## config.mk

```make
export PLATFORM = sky130hd
export DESIGN_NAME = bit_reverse_unit
export DESIGN_NICKNAME = d
export VERILOG_FILES = /design/src/rtl/bit_reverse_unit.sv
export SDC_FILE = /design/constraint.sdc
export NUM_CORES = 1
export LEC_CHECK = 0
export ABC_CLOCK_PERIOD_IN_PS = 1900
export CORE_UTILIZATION = 26
export CTS_CLUSTER_DIAMETER = 50
export DETAILED_ROUTE_END_ITERATION = 8
export SLEW_MARGIN = 15
export SYNTH_ARGS = -nofsm -noshare
export SYNTH_HDL_FRONTEND = slang
export SYNTH_SLANG_ARGS = --single-unit
export TNS_END_PERCENT = 100
```

## constraint.sdc

```tcl
create_clock -name clk -period 1.9 [get_ports clk]
set_clock_uncertainty 0.2 [all_clocks]
set_input_delay 0.19 -clock clk [delete_from_list [all_inputs] [get_ports clk]]
set_output_delay 0.19 -clock clk [all_outputs]
set_load 0.01 [all_outputs]
```

## src/rtl/bit_reverse_unit.sv

```systemverilog
// bit_reverse_unit: group-serial bit permutation engine.
// A word is accepted in IDLE. One GROUP_W-bit group of the result is built per
// RUN cycle. The finished word is presented in DONE until the consumer takes it.
module bit_reverse_unit #(
   parameter int N_BITS  = 8,
   parameter int GROUP_W = 4
) (
   input  logic              clk,
   input  logic              rst,
   input  logic              in_valid,
   output logic              in_ready,
   input  logic [N_BITS-1:0] in_data,
   input  logic [1:0]        in_mode,
   output logic              out_valid,
   input  logic              out_ready,
   output logic [N_BITS-1:0] out_data,
   output logic              busy
);

   localparam int NG  = N_BITS / GROUP_W;
   localparam int G_W = (NG > 1) ? $clog2(NG) : 1;
   localparam logic [G_W-1:0] G_LAST = G_W'(NG - 1);

   typedef enum logic [1:0] {IDLE, RUN, DONE} state_t;

   state_t              state_reg;
   logic [G_W-1:0]      g_reg;
   logic [N_BITS-1:0]   data_reg;
   logic [1:0]          mode_reg;
   logic [N_BITS-1:0]   work_reg;
   logic [N_BITS-1:0]   out_data_reg;
   logic                in_ready_reg;
   logic                out_valid_reg;
   logic                busy_reg;

   logic [GROUP_W-1:0]  src_grp;
   logic [GROUP_W-1:0]  rev_grp;
   logic [GROUP_W-1:0]  new_grp;
   logic [N_BITS-1:0]   work_next;
   int                  g_int;
   int                  src_int;

   assign in_ready  = in_ready_reg;
   assign out_valid = out_valid_reg;
   assign out_data  = out_data_reg;
   assign busy      = busy_reg;

   // Pick the source group: modes 01 and 10 read groups in mirrored order.
   always_comb begin
      g_int   = int'(g_reg);
      src_int = (mode_reg[0] ^ mode_reg[1]) ? (NG - 1 - g_int) : g_int;
      src_grp = '0;
      for (int k = 0; k < NG; k++) begin
         if (k == src_int) begin
            src_grp = data_reg[k*GROUP_W +: GROUP_W];
         end
      end
   end

   // Bit-reversed copy of the selected source group.
   for (genvar gi = 0; gi < GROUP_W; gi++) begin : g_rev
      assign rev_grp[gi] = src_grp[GROUP_W-1-gi];
   end

   // Modes 01 and 11 reverse the bits. Insert the result at output group g.
   always_comb begin
      new_grp   = mode_reg[0] ? rev_grp : src_grp;
      work_next = work_reg;
      for (int k = 0; k < NG; k++) begin
         if (k == g_int) begin
            work_next[k*GROUP_W +: GROUP_W] = new_grp;
         end
      end
   end

   // Control FSM with registered handshake and status outputs.
   always_ff @(posedge clk or posedge rst) begin
      if (rst) begin
         state_reg     <= IDLE;
         g_reg         <= '0;
         data_reg      <= '0;
         mode_reg      <= '0;
         work_reg      <= '0;
         out_data_reg  <= '0;
         in_ready_reg  <= 1'b1;
         out_valid_reg <= 1'b0;
         busy_reg      <= 1'b0;
      end else begin
         case (state_reg)
            IDLE: begin
               if (in_valid) begin
                  data_reg     <= in_data;
                  mode_reg     <= in_mode;
                  g_reg        <= '0;
                  work_reg     <= '0;
                  state_reg    <= RUN;
                  in_ready_reg <= 1'b0;
                  busy_reg     <= 1'b1;
               end
            end
            RUN: begin
               work_reg <= work_next;
               if (g_reg == G_LAST) begin
                  g_reg         <= '0;
                  out_data_reg  <= work_next;
                  state_reg     <= DONE;
                  out_valid_reg <= 1'b1;
               end else begin
                  g_reg <= g_reg + 1'b1;
               end
            end
            DONE: begin
               if (out_ready) begin
                  state_reg     <= IDLE;
                  out_valid_reg <= 1'b0;
                  busy_reg      <= 1'b0;
                  in_ready_reg  <= 1'b1;
               end
            end
            default: begin
               state_reg     <= IDLE;
               g_reg         <= '0;
               in_ready_reg  <= 1'b1;
               out_valid_reg <= 1'b0;
               busy_reg      <= 1'b0;
            end
         endcase
      end
   end

endmodule

```

### Word level (Yosys, flattened, before mapping)

Index checks and enable logic that the tools add are counted.

| word-level totals | value |
|---|---|
| register bits | 32 |
| input bits | 14 |
| output and inout port bits | 11 |
| word-level logic and storage cells | 54 |

| operators by class | value |
|---|---|
| add/subtract/negate cells | 2 |
| eq/ne operators | 6 |
| multiplexer cells | 22 |
| bitwise gates (word level) | 4 |
| reduce and logical (&&, ||, !) cells | 11 |

Operators by type and width:

| kind | number |
|---|---|
| logical NOT 32 bit | 2 |
| == test 2 x 32 -> 1 bit, first input constant | 1 |
| 2-to-1 mux 32 bit | 1 |
| 2-to-1 mux 4 bit | 5 |
| one-hot mux 8 bit (2 select lines) | 1 |
| one-hot mux 1 bit (3 select lines) | 4 |
| AND reduction 3 bit | 3 |
| 2-to-1 mux 8 bit | 1 |
| AND reduction 2 bit | 4 |
| 2-to-1 mux 1 bit | 6 |
| 2-to-1 mux 2 bit | 3 |
| inequality test 2 bit, second input constant | 3 |
| one-hot mux 2 bit (3 select lines) | 1 |
| inverter 1 bit | 3 |
| == test 2 x 1 -> 1 bit, second input constant | 1 |
| == test 2 bit, second input constant | 1 |
| logical NOT 2 bit | 1 |
| nonzero test 2 bit | 1 |
| subtractor 1 x 1 -> 2 bit, first input constant | 1 |
| adder 1 bit, second input constant | 1 |
| bitwise XOR 1 bit | 1 |

### Longest topological paths before layout

Gate-level depths: netlist of run 1.

| logic depth | value |
|---|---|
| depth in word-level cells | 8 |
| mapped depth | 6 |
| depth with buffers taken out | 3 |

### Worst setup path before layout of run 1

Ideal clock, no wire load.

| path | value |
|---|---|
| path kind | register to register |
| from | register state_reg[1] |
| to | register work_reg[0] |
| library setup time | 0.121 ns |
| arrival | 1.222 ns |
| data required time | 1.579 ns |
| path slack | 0.357 ns |
| cell stages (with the launch flop) | 6 |
| buffers on the path | 2 |
| period minus slack after synthesis | 1.543 ns |
| cell sequence | dfrtp_1 -> buf_6 -> or3b_1 -> clkbuf_2 -> and2_4 -> o2bb2ai_1 |

| between the ends | value |
|---|---|
| longest elaborated chain between the ends | 3 |
| elaborated cells between the ends (all ways) | 6 |
| classes of those cells | 2 x eq/ne; 1 x mux; 3 x reduce/logical |

Ends and longest elaborated chain:

| item | line | text |
|---|---|---|
| from (decl) | 26 | `state_t state_reg;` |
| from (signal assigned) | 79 | `state_reg <= IDLE;` |
| from (signal assigned) | 96 | `state_reg <= RUN;` |
| from (signal assigned) | 106 | `state_reg <= DONE;` |
| == test 2 x 1 -> 1 bit / logical NOT 2 bit (equally long branches) | 89 | `case (state_reg)` |
| nonzero test 2 bit (no line) / inequality test 2 bit (equally long branches) | -- |  |
| AND reduction 2 bit (no line) | -- |  |
| to (signal assigned) | 102 | `work_reg <= work_next;` |
| to (decl) | 30 | `logic [N_BITS-1:0] work_reg;` |

Several ways; a longest one is shown, not always the timed one.
A chain may end at the register's enable or synchronous reset.

### Worst setup path in the final report of run 1

| path | value |
|---|---|
| from | register in_ready_reg (netlist: in_ready) |
| to | output port in_ready |

RTL lines:

| item | line | text |
|---|---|---|
| from (decl) | 32 | `logic in_ready_reg;` |
| from (signal assigned) | 85 | `in_ready_reg <= 1'b1;` |
| from (signal assigned) | 97 | `in_ready_reg <= 1'b0;` |
| from (signal assigned) | 117 | `in_ready_reg <= 1'b1;` |
| to (decl) | 11 | `output logic in_ready,` |

No word-level cell between the ends.

==> results of run 1 <==
## cell type report
class	instances	area [um^2]
clock buffer	3	41.3
clock inverter	1	30.0
fill	458	2900
inverter	4	15.0
multi-input combinational	80	479
sequential	28	702
tap	52	65.1
timing repair buffer	28	270
## logic make-up after synthesis
family / count (synthesis) / share of synthesized area [%]
buffers and inverters: 12 / 5.79
muxes: 16 / 13.6
xor gates and xnor gates: 1 / 0.699
AOI/OAI and AO/OA: 13 / 6.19
and+or+nand+nor: 50 / 17.8
DFF: 28 / 56.0
## synth_stat cells (all sizes together) (2+ instances only)
cell      n  area, um^2
o21ai     8        40.0
nand3     2        10.0
inv       4        15.0
nor2      3        11.3
o2bb2ai   2        17.5
nand2    38         143
dfrtp    27         676
buf       6        48.8
clkbuf    2        8.75
mux2      8        90.1
mux2i     8        80.1
or3b      2        17.5
## report_power, final
part	total [uW]	leakage (uW)	internal (uW)	switching, uW
sequential	1110	0.000350	869	238
clock	459	0.0000357	282	177
combinational	1090	0.000368	607	481
total	2650	0.000754	1760	896
## final timing paths
| kind | to | cells after the start | slack (ns) |
|---|---|---|---|
| hold reg to reg | out_data[6]$_DFFE_PP0P_ | 2 | 0.28 |
| max in group asynchronous | in_ready$_DFFE_PP1P_ | 3 | 1.13 |
| hold / removal | data_reg[5]$_DFFE_PP0P_ | 3 | 0.08 |
| setup / recovery | in_ready | 1 | 0.15 |
| min in group clk | data_reg[5]$_DFFE_PP0P_ | 3 | 0.24 |
| setup reg to reg | work_reg[1]$_DFFE_PP0P_ | 3 | 0.27 |
## routing by layer
layer	part of all wire, %	GRT usage (%)	vias up
li1	-	-	440
met1	48	13.1	396
met2	48	17.5	15
met3	2.6	1.55	4
met4	1.6	4.00	0
met5	0	0	-
## per-stage QoR
| step | instance area, um^2 | total power [uW] |
|---|---|---|
| floorplan | 1250 | 1860 |
| global placement | 1530 | 2180 |
| detailed placement | 1530 | 2220 |
| CTS | 1600 | 2690 |
| global route | 1600 | 2880 |
| finish | 1600 | 2650 |
==> run_results.csv, run 1 <==
group,metric,value,unit
setup_path,crit_slowest_cell,"dfstp_2",
setup_path,crit_buf_inv,1,
routing,dr.pass1.iters,4,
setup_path,worst-path-max-fanout,3,
finish,n_antenna_cell,0,
synthesis,synth.net_count,134,
cts,clock-sinks,28,
finish,nets,159,
timing,slew-limit-headroom,72.4,%
placement,place_ws,0.174,ns
pwr,pwr_density_cell,1660,mW/mm^2
die,io_pins,25,
finish,layout-drive-gt1-share,13.2,%
cts,numCtsBuffers,3,
cts,post_cts_buffers,0,
setup_path,r2r_start,"g_reg$_DFFE_PP0P_",
grt,grt_pass1_vias,936,
synthesis,ys_seq_elements,28,
synthesis,ys_seq_area_share,56.0,%
setup_path,endpoint_kind,"primary output",
synthesis,synth_ff_type,"dfrtp_1",
placement,dpl.cell_count,192,
grt,grt_max_degree,29,
placement,io_buffers,24,
timing,hold_viol_final,0,
synthesis,syn_inst,120,
setup_path,crit_start,"in_ready$_DFFE_PP1P_",
timing,period_needed,1.75,ns
routing,wirelength,2240,um
placement,gp_congestion,0.760,
die,dieHeight,71.4,um
cts,clock_latency,0.27,ns
timing,fin_tns_setup,0,ns
routing,post_drt_wl_per_cell,11.4,um
timing,tightest_slew,0.414,ns
cts,cts_buffer_depth,2,
routing,num_vias,855,
timing,period_share,92.0,%
timing,holdWs,0.0780,ns
routing,route.detailed.drc,0,
finish,area_growth,27.8,%
finish,fin_util,35.6,%
synthesis,async_flop_share,100,%
cts,clk_pin_slew_worst_paths,0.10,ns
run_status,status,"finished clean",
setup_path,slowest_delay,0.56,ns
pwr,leakage,0.000754,uW
routing,antenna_left,0,
grt,antenna_found_initial,0,
setup_path,cp.arrival,1.36,ns
synthesis,syn_avg_cell_area,10.4,um^2
timing,setup_viol,0,
setup_path,critPathRequiredTime,1.51,ns
timing,rsz0062_at_grt,"no",
cts,cts.root.buffer_cell,"clkbuf_8",
grt,grtUsageTotal,10.3,%
placement,dpl.hpwl,1710,um
finish,final_common_cell,"nand2_1",
grt,grt_pass1_wl,4170,um
routing,drtIter0Drc,18,
timing,fmax,572,MHz
setup_path,path_cells,"clkdlybuf4s50_1",
die,core,0.00450,mm^2
grt,grt_overflow,0,
die,die_x,71.4,um
cts,ctsHoldBuffers,0,
timing,fin_ws,0.153,ns
setup_path,cp-start-kind,"flop",
die,initial_core_util,27.8,%
cts,cts_tree,"built",
synthesis,ys_warn_count,0,
cts,cts_resized,0,
job,maxCapViolCount,0,
hold_path,hold_path.class,"input port to async pin",
timing,maxSlewViolCount,0,
cts,ctsHtreeMaxLevel,1,
finish,finalNonFillerCells,196,
synthesis,synth_edf_count,0,
synthesis,yosysUniqueCellTypes,24,
finish,most-common-layout-cells,"38 x nand2_1, 27 x dfrtp_1, 24 x clkdlybuf4s50_1",
synthesis,synth_area,0.00125,mm^2
die,die-area,0.00510,mm^2
die,rows,24,
setup_path,path_class,"flop to primary output",
pwr,vdd_drop_max,0.000461,V
setup_path,critPathTopFamily,"flip-flops",
routing,vias_per_cell,4.36,
No activity file was read; power rests on OpenSTA's default activity.
==> run 2, diff against run 1 <==
Settings changed: ABC_CLOCK_PERIOD_IN_PS 1900 to 1910.
Clock period 1.9 ns to 1.91 ns, I/O delays scaled along.
==> run 2 against run 1 <==
Effect of this change:
- via count up 1.8%
- first-iteration DRC count is 33% higher
- cell count stayed put
- highest routed layer unchanged
- sequential share of layout area stayed put
- critical path type unchanged
- critical path depth stayed put
- cell area did not move
- count of clock-buffer cells in the layout stayed put
- combinational power is essentially flat
==> run_results.csv, run 2 (synthesized netlist as in run 1, its figures left out) <==
group,metric,value,unit
die,initial_core_util,27.8,%
cts,post_cts_buffers,0,
timing,fin_tns_setup,0,ns
cts,ctsHoldBuffers,0,
placement,dpl.hpwl,1710,um
die,rows,24,
placement,io_buffers,24,
job,maxCapViolCount,0,
cts,cts.root.buffer_cell,"clkbuf_8",
setup_path,critPathTopFamily,"flip-flops",
timing,period_needed,1.75,ns
setup_path,crit_slowest_cell,"dfstp_2",
placement,gp_congestion,0.760,
pwr,p_switching,887,uW
finish,layout-drive-gt1-share,13.2,%
pwr,pwr_density_cell,1640,mW/mm^2
cts,clock-sinks,28,
routing,post_drt_wl_per_cell,11.3,um
timing,fmax,571,MHz
timing,hold_viol_final,0,
timing,setup_viol,0,
grt,antenna_found_initial,0,
routing,antenna_left,0,
cts,clk_pin_slew_worst_paths,0.10,ns
routing,drtIter0Drc,24,
routing,dr.pass1.iters,4,
finish,most-common-layout-cells,"38 x nand2_1, 27 x dfrtp_1, 24 x clkdlybuf4s50_1",
timing,maxSlewViolCount,0,
die,die-area,0.00510,mm^2
timing,rsz0062_at_grt,"no",
setup_path,slowest_delay,0.56,ns
setup_path,rr_worst_depth,3,
setup_path,endpoint_kind,"primary output",
pwr,comb_power_share,40.9,%
grt,grt_max_degree,29,
run_status,status,"finished clean",
routing,route.detailed.drc,0,
grt,grt_pass1_vias,928,
setup_path,cp-start-kind,"flop",
die,io_pins,25,
cts,ctsHtreeMaxLevel,1,
grt,grt_overflow,0,
finish,area_growth,27.8,%
cts,cts_buffer_depth,2,
setup_path,path_class,"flop to primary output",
setup_path,cp.arrival,1.36,ns
finish,n_antenna_cell,0,
placement,place_ws,0.185,ns
placement,dpl-instance-area,0.00153,mm^2
grt,grt_pass1_wl,4060,um
pwr,vdd_drop_max,0.000423,V
setup_path,rrSetupSlack,0.25,ns
pwr,intPower,1750,uW
die,dieHeight,71.4,um
setup_path,worst-path-max-fanout,3,
timing,tightest_slew,0.423,ns
finish,nets,159,
cts,cts_tree,"built",
routing,vias_per_cell,4.44,
cts,numCtsBuffers,3,
hold_path,hold_path.class,"input port to async pin",
routing,wirelength,2210,um
finish,fin_area,0.00160,mm^2
pwr,p_clk_share,17.4,%
timing,holdWs,0.0788,ns
finish,final_common_cell,"nand2_1",
cts,clock_latency,0.27,ns
routing,num_vias,870,
setup_path,path_cells,"clkdlybuf4s50_1",
grt,grtUsageTotal,9.86,%
die,core,0.00450,mm^2
timing,period_share,91.7,%
timing,fin_ws,0.159,ns
setup_path,r2r_start,"g_reg$_DFFE_PP0P_",
timing,slew-limit-headroom,71.8,%
die,die_x,71.4,um
pwr,p_seq_share,41.7,%
pwr,swShare,33.6,%
setup_path,cp_num_cells,1,
pwr,leakage,0.000754,uW
setup_path,crit_buf_inv,1,
setup_path,critPathRequiredTime,1.52,ns
cts,cts_resized,0,
setup_path,r2r-end,"work_reg[1]$_DFFE_PP0P_",
-- run 2: cell counts in the layout (fill, tap and decap cells not counted) --
No cell type changed its count.
-- run 2: worst max-delay path by stage --
stage	start	to	slack (ns)
global route	in_ready$_DFFE_PP1P_	in_ready	0.13
floorplan	state_reg[1]$_DFFE_PP0P_	work_reg[0]$_DFFE_PP0P_	0.37
global placement	in_valid	data_reg[0]$_DFFE_PP0P_	0.20
detailed placement	in_valid	mode_reg[0]$_DFFE_PP0P_	0.18
CTS	in_ready$_DFFE_PP1P_	in_ready	0.15
finish	in_ready$_DFFE_PP1P_	in_ready	0.16
-- run 2: metrics by stage --
step	cells	total power (uW)	util, %
after floorplan	120	1850	-
after CTS	196	2680	35.6
after detailed placement	192	2210	34.0
after global placement	192	2170	34.0
final	196	2640	35.6
after global routing	196	2850	35.6
-- run 2: cell type report --
type,instances,area [um^2]
Fill cell,467,2900
Clock inverter,1,30.0
Multi-Input combinational cell,80,479
Clock buffer,3,41.3
Sequential cell,28,702
Timing Repair Buffer,28,270
Inverter,4,15.0
Tap cell,52,65.1
-- run 2: tightest hold or removal path: stages --
cell	delay [ns]
clkdlybuf4s50_1	0.39
inv_1	0.06
buf_4	0.33
-- run 2: per-layer routing --
layer / wire length (um) / track usage [%]
met3: 67 / 1.55
met2: 1090 / 16.6
met1: 1040 / 12.7
met5: 0 / 0
met4: 22 / 4.00
-- run 2: power by group through the flow --
stage	Clock [uW]	Sequential (uW)	Combinational, uW
2_1_floorplan	0	1050	796
3_3_place_gp	0	1090	1070
3_5_place_dp	0	1110	1100
6_report	459	1100	1080
5_1_grt	488	1150	1220
4_1_cts	472	1100	1100
